--- src/rtl/lab.sv ---
// lab: sequential signed WIDTH x WIDTH multiplier, radix-4 Booth recoding.
// Operands load on every edge with reset=1; WIDTH/2 Booth steps follow,
// then out/out_valid present the 2*WIDTH-bit product until the next reset.
// Optional build macro LAB_OUT_LIVE_EN: out follows the partial accumulator
// during BUSY (still qualified by out_valid); the final value is unchanged.
module lab #(
    parameter int unsigned WIDTH = 32
) (
    input  logic               CLK,
    input  logic               reset,
    input  logic [WIDTH-1:0]   in_a,
    input  logic [WIDTH-1:0]   in_b,
    output logic [2*WIDTH-1:0] out,
    output logic               out_valid
);

    // acc = {upper field (WIDTH+2), multiplier bits (WIDTH), Booth guard bit}
    localparam int unsigned UW = WIDTH + 2;
    localparam int unsigned AW = 2 * WIDTH + 3;
    localparam int unsigned CW = $clog2(WIDTH / 2) + 1;

    typedef enum logic {
        BUSY = 1'b0,
        DONE = 1'b1
    } state_t;

    state_t              state_q, state_d;
    logic [UW-1:0]       mcand_q, mcand_d;
    logic [AW-1:0]       acc_q, acc_d;
    logic [CW-1:0]       cnt_q, cnt_d;
    logic [2*WIDTH-1:0]  out_q, out_d;
    logic                valid_q, valid_d;

    logic [UW-1:0]       addend;
    logic [UW-1:0]       upper_sum;
    logic [AW-1:0]       acc_sum;
    logic [AW-1:0]       acc_shift;

    // One Booth step: select +-0/M/2M from acc[2:0], add into upper field, shift right by 2
    always_comb begin
        addend = '0;
        unique case (acc_q[2:0])
            3'b001, 3'b010: addend = mcand_q;
            3'b011:         addend = mcand_q << 1;
            3'b100:         addend = ~(mcand_q << 1) + UW'(1);
            3'b101, 3'b110: addend = ~mcand_q + UW'(1);
            default:        addend = '0;
        endcase
        upper_sum = acc_q[AW-1:WIDTH+1] + addend;
        acc_sum   = {upper_sum, acc_q[WIDTH:0]};
        acc_shift = {{2{acc_sum[AW-1]}}, acc_sum[AW-1:2]};
    end

    // Next-state logic: reset reloads operands; BUSY iterates; DONE holds
    always_comb begin
        state_d = state_q;
        mcand_d = mcand_q;
        acc_d   = acc_q;
        cnt_d   = cnt_q;
        out_d   = out_q;
        valid_d = valid_q;
        if (reset) begin
            mcand_d = {{2{in_a[WIDTH-1]}}, in_a};
            acc_d   = {{UW{1'b0}}, in_b, 1'b0};
            cnt_d   = '0;
            state_d = BUSY;
            out_d   = '0;
            valid_d = 1'b0;
        end else begin
            unique case (state_q)
                BUSY: begin
                    acc_d = acc_shift;
                    cnt_d = cnt_q + CW'(1);
`ifdef LAB_OUT_LIVE_EN
                    out_d = acc_shift[2*WIDTH:1];
`endif
                    if (cnt_q == CW'(WIDTH / 2 - 1)) begin
                        out_d   = acc_shift[2*WIDTH:1];
                        valid_d = 1'b1;
                        state_d = DONE;
                    end
                end
                DONE: begin
                end
                default: state_d = DONE;
            endcase
        end
    end

    // State and datapath registers
    always_ff @(posedge CLK) begin
        state_q <= state_d;
        mcand_q <= mcand_d;
        acc_q   <= acc_d;
        cnt_q   <= cnt_d;
        out_q   <= out_d;
        valid_q <= valid_d;
    end

    assign out       = out_q;
    assign out_valid = valid_q;

endmodule

--- config.mk ---
export PLATFORM = sky130hd
export DESIGN_NAME = lab
export DESIGN_NICKNAME = d
export VERILOG_FILES = /design/src/rtl/lab.sv
export SDC_FILE = /design/constraint.sdc
export NUM_CORES = 1
export LEC_CHECK = 0
export ABC_AREA = 1
export CORE_ASPECT_RATIO = 1.4
export CORE_MARGIN = 10
export CORE_UTILIZATION = 45
export CTS_BUF_LIST = sky130_fd_sc_hd__clkbuf_16
export DETAILED_ROUTE_END_ITERATION = 12
export PLACE_DENSITY_LB_ADDON = 0.1
export REMOVE_ABC_BUFFERS = 1
export SKIP_CTS_REPAIR_TIMING = 1
export SYNTH_ARGS = -nofsm -noshare
export SYNTH_HDL_FRONTEND = slang
export SYNTH_SLANG_ARGS = --single-unit
--- constraint.sdc ---
create_clock -name CLK -period 5.9 [get_ports CLK]
set_input_delay 1.18 -clock CLK [delete_from_list [all_inputs] [get_ports CLK]]
set_output_delay 1.18 -clock CLK [all_outputs]
set_load 0.005 [all_outputs]
==> metrics.md <==
| Metric | Value |
|---|---|
| Half-perimeter wire length after detailed placement | 22080 µm |
| Maximum vdd ir drop | 0.0002328 V |
| Die area | 0.02819 mm² |
| CTS sink count | 168 |
| Number of synthesized flops with an enable pin | 64 |
| Total Power Consumption | 3.777 mW |
| I/O Buffers | 130 |
| Crit Reg-Reg Startpoint | acc_q[1] |
| RSZ-0062 raised after global routing | no |
| Hold Path Origin | acc_q[63] |
| Sequential-to-total area share from yosys stat | 40.82% |
| Initial cell density of the core | 45.92% |
| Most used flip-flop cell after synthesis | dfxtp_1 |
| Clock root buffer | clkbuf_16 |
| Synth unique cells | 51 |
| Clock transition time at the flip-flop clock pins of the worst setup and hold paths | 0.07 ns |
| Data arrival time of the worst path | 4.44 ns |
| Fmax | 243.5 MHz |
| Die extent in x | 144.8 µm |
| Slew HR | 26.17% |
| Number of cell rows | 63 |
| Setup violation total in the final timing report | 0 |
| Crit share post-route | 69.60% |
| Pin count of the biggest net entering global routing | 93 |
| Yosys top cell area share | 21.22% |
| Chip height | 194.7 µm |
| I/O pins | 131 |
| Slew Viols, Final | 0 |
| Status | completed |
| Wire length of the first global-routing pass | 47550 µm |
| Clock tree from TritonCTS | done |
| Critical path required time | 6.23 ns |
| Placeable core region | 0.02136 mm² |
| Ranking of synthesized cells by area | dfxtp_1 21%, edfxtp_1 20%, nand2_1 10% |
| Share of synthesized flip-flops with an asynchronous set or reset | 0% |
| Synthesized netlist cell count | 1304 |
| Worst Hold Slack | 0.4612 ns |
| Fillers | 2101 |
| Met2 routed wirelength | 14260 µm |
| Total power density per cell area | 317.2 mW/mm² |
| Total length of routed met3 wires | 1934 µm |
| Leading cell types in the layout, fill and taps excluded | 272 x nand2_1, 182 x nor2_1, 159 x inv_1 |
| Ant. Diodes | 0 |
| Startpoint types | flip-flop |
| Area added between synthesis and finish | 21.39% |
| Initial DRC count | 511 |
| Post-route antenna net violation count | 0 |
| Level count of the clock H-tree | 4 |
| Final net count | 1521 |
| GR Overflow Total | 0 |
| Final setup skew | 0.009048 ns |
| Total of flip-flops plus latches after synthesis | 168 |
| Average cell area after synthesis | 7.523 µm² |
| Later-pin clock latency in the skew report | 0.44 ns |
| Maximum buffer depth of the clock tree | 2 |
| Transition time at the pin with the least slew margin | 1.106 ns |
| Cell area after synthesis | 0.009809 mm² |
| Worst Setup SP | acc_q[1] |
| HP Class | flip-flop to flip-flop |
| Max cap viols | 0 |
| Leak pwr | 5.311 nW |
| Number of global-route vias before repair | 9120 |
| GRT Total Usage | 21.20% |
| Fin. Hold Viols | 0 |
| Routed len/inst | 17.33 µm |
| Largest area contributor in the netlist | dfxtp_1 |
| Antenna violations before repair | 0 |
| Worst-path fanout max | 26 |
| Wire length reported by the detailed router | 29870 µm |
| DRC Markers | 0 |
| Highest metal used | met4 |
| GPL Wtd Cong | 1.000 |
| CP Capture Type | flip-flop |
| Post-route setup TNS | 0 ns |
| Leading cell type in the layout, fill and taps excluded | nand2_1 |
| Via count normalized by instance count | 5.264 |
| Type of the setup path with the least slack | flip-flop to flip-flop |
| Yosys synthesis warning count | 0 |
| Proportion of layout cells with a drive suffix above 1 | 5.800% |
| Drt first pass iters | 5 |
| Via total after detailed routing | 9070 |
| Metal1 wirelength | 12700 µm |
| Minimum clock period | 4.107 ns |
| Total clock buffers created by CTS | 17 |
[through the flow]
stage	instances	cell area, µm²	setup WS [ns]	util, %
3_3_place_gp	1691	11380	1.960	53.27
6_report	1723	11910	1.793	55.74
2_1_floorplan	1260	9629	0.01450	-
3_5_place_dp	1691	11380	1.897	53.27
4_1_cts	1723	11910	1.879	55.74
5_1_grt	1723	11910	1.376	55.74
[state kept, by name, summed over array words and instances (netlist names)]
signal / cells
acc_q: 65
out: 64
mcand_q: 32
cnt_q: 5
out_valid: 1
state_q: 1
[cell usage after synthesis (all sizes together) (4+ instances only)]
cell type / instances
buf: 12
xnor2: 6
xor2: 29
nand3b: 5
a22o: 34
o21ai: 94
nor3: 17
o22ai: 15
o21bai: 9
clkbuf: 32
edfxtp: 64
a21oi: 52
nor2: 200
clkinv: 4
inv: 164
nand2: 279
dfxtp: 104
nand4: 15
nand3: 77
ha: 36
a31oi: 12
o211ai: 13
o2111ai: 9
[cells by family (layout without fill, tap and decap cells)]
logic type                 Yosys count  after routing  share of synthesized area [%]
xor gates and xnor gates            35             35                          3.125
DFF                                168            168                          40.82
adders and majority gates           37             37                          4.796
AOI/OAI and AO/OA                  254            254                          16.24
buffers and inverters              212            339                          8.265
and+or+nand+nor                    598            598                          26.76
[worst max-delay path, cell delays in order (launching register included)]
cell and delay [ns]:
edfxtp_1 0.40, nand2_1 0.10, nand2_1 0.19, nor2_4 0.28, clkinv_1 0.67, o2111ai_1 0.60
ha_1 0.36, a21oi_1 0.26, nand2_1 0.14, a21oi_1 0.13, nand2_1 0.13, nand2_1 0.12
nand2_1 0.11, nand2_1 0.12, nand2_1 0.06, nand2_1 0.08, nand3_1 0.10, nand2_1 0.11
inv_1 0.04
[where the power goes]
part	switching [mW]	total, mW	internal, mW
registers	0.105	1.46	1.35
clock network	0.488	1.04	0.557
logic	0.827	1.28	0.450
[metal layers]
metal / up-vias / GRT usage (%)
li1: 4587 / -
met1: 4208 / 24.91
met2: 229 / 35.28
met3: 46 / 5.879
met4: 0 / 8.639
met5: - / 0
[cell type report]
type | instances | area (µm²) | share of cell area [%]
clock buffers | 18 | 450.4 | 3.783
clock inverters | 14 | 78.83 | 0.6620
inverters | 168 | 630.6 | 5.296
multi-input cells | 924 | 5012 | 42.09
flip-flops and latches | 168 | 4004 | 33.62
well taps | 292 | 365.4 | 3.068
repair buffers | 139 | 1366 | 11.47
[worst paths after layout]
kind | endpoint | slack, ns | depth (start not counted)
max | out[55] | 1.79 | 18
max reg2reg | out[55] | 1.79 | 18
min reg2reg | acc_q[63] | 0.46 | 2
min | acc_q[63] | 0.46 | 2
Power figures use the tool's default switching activity.
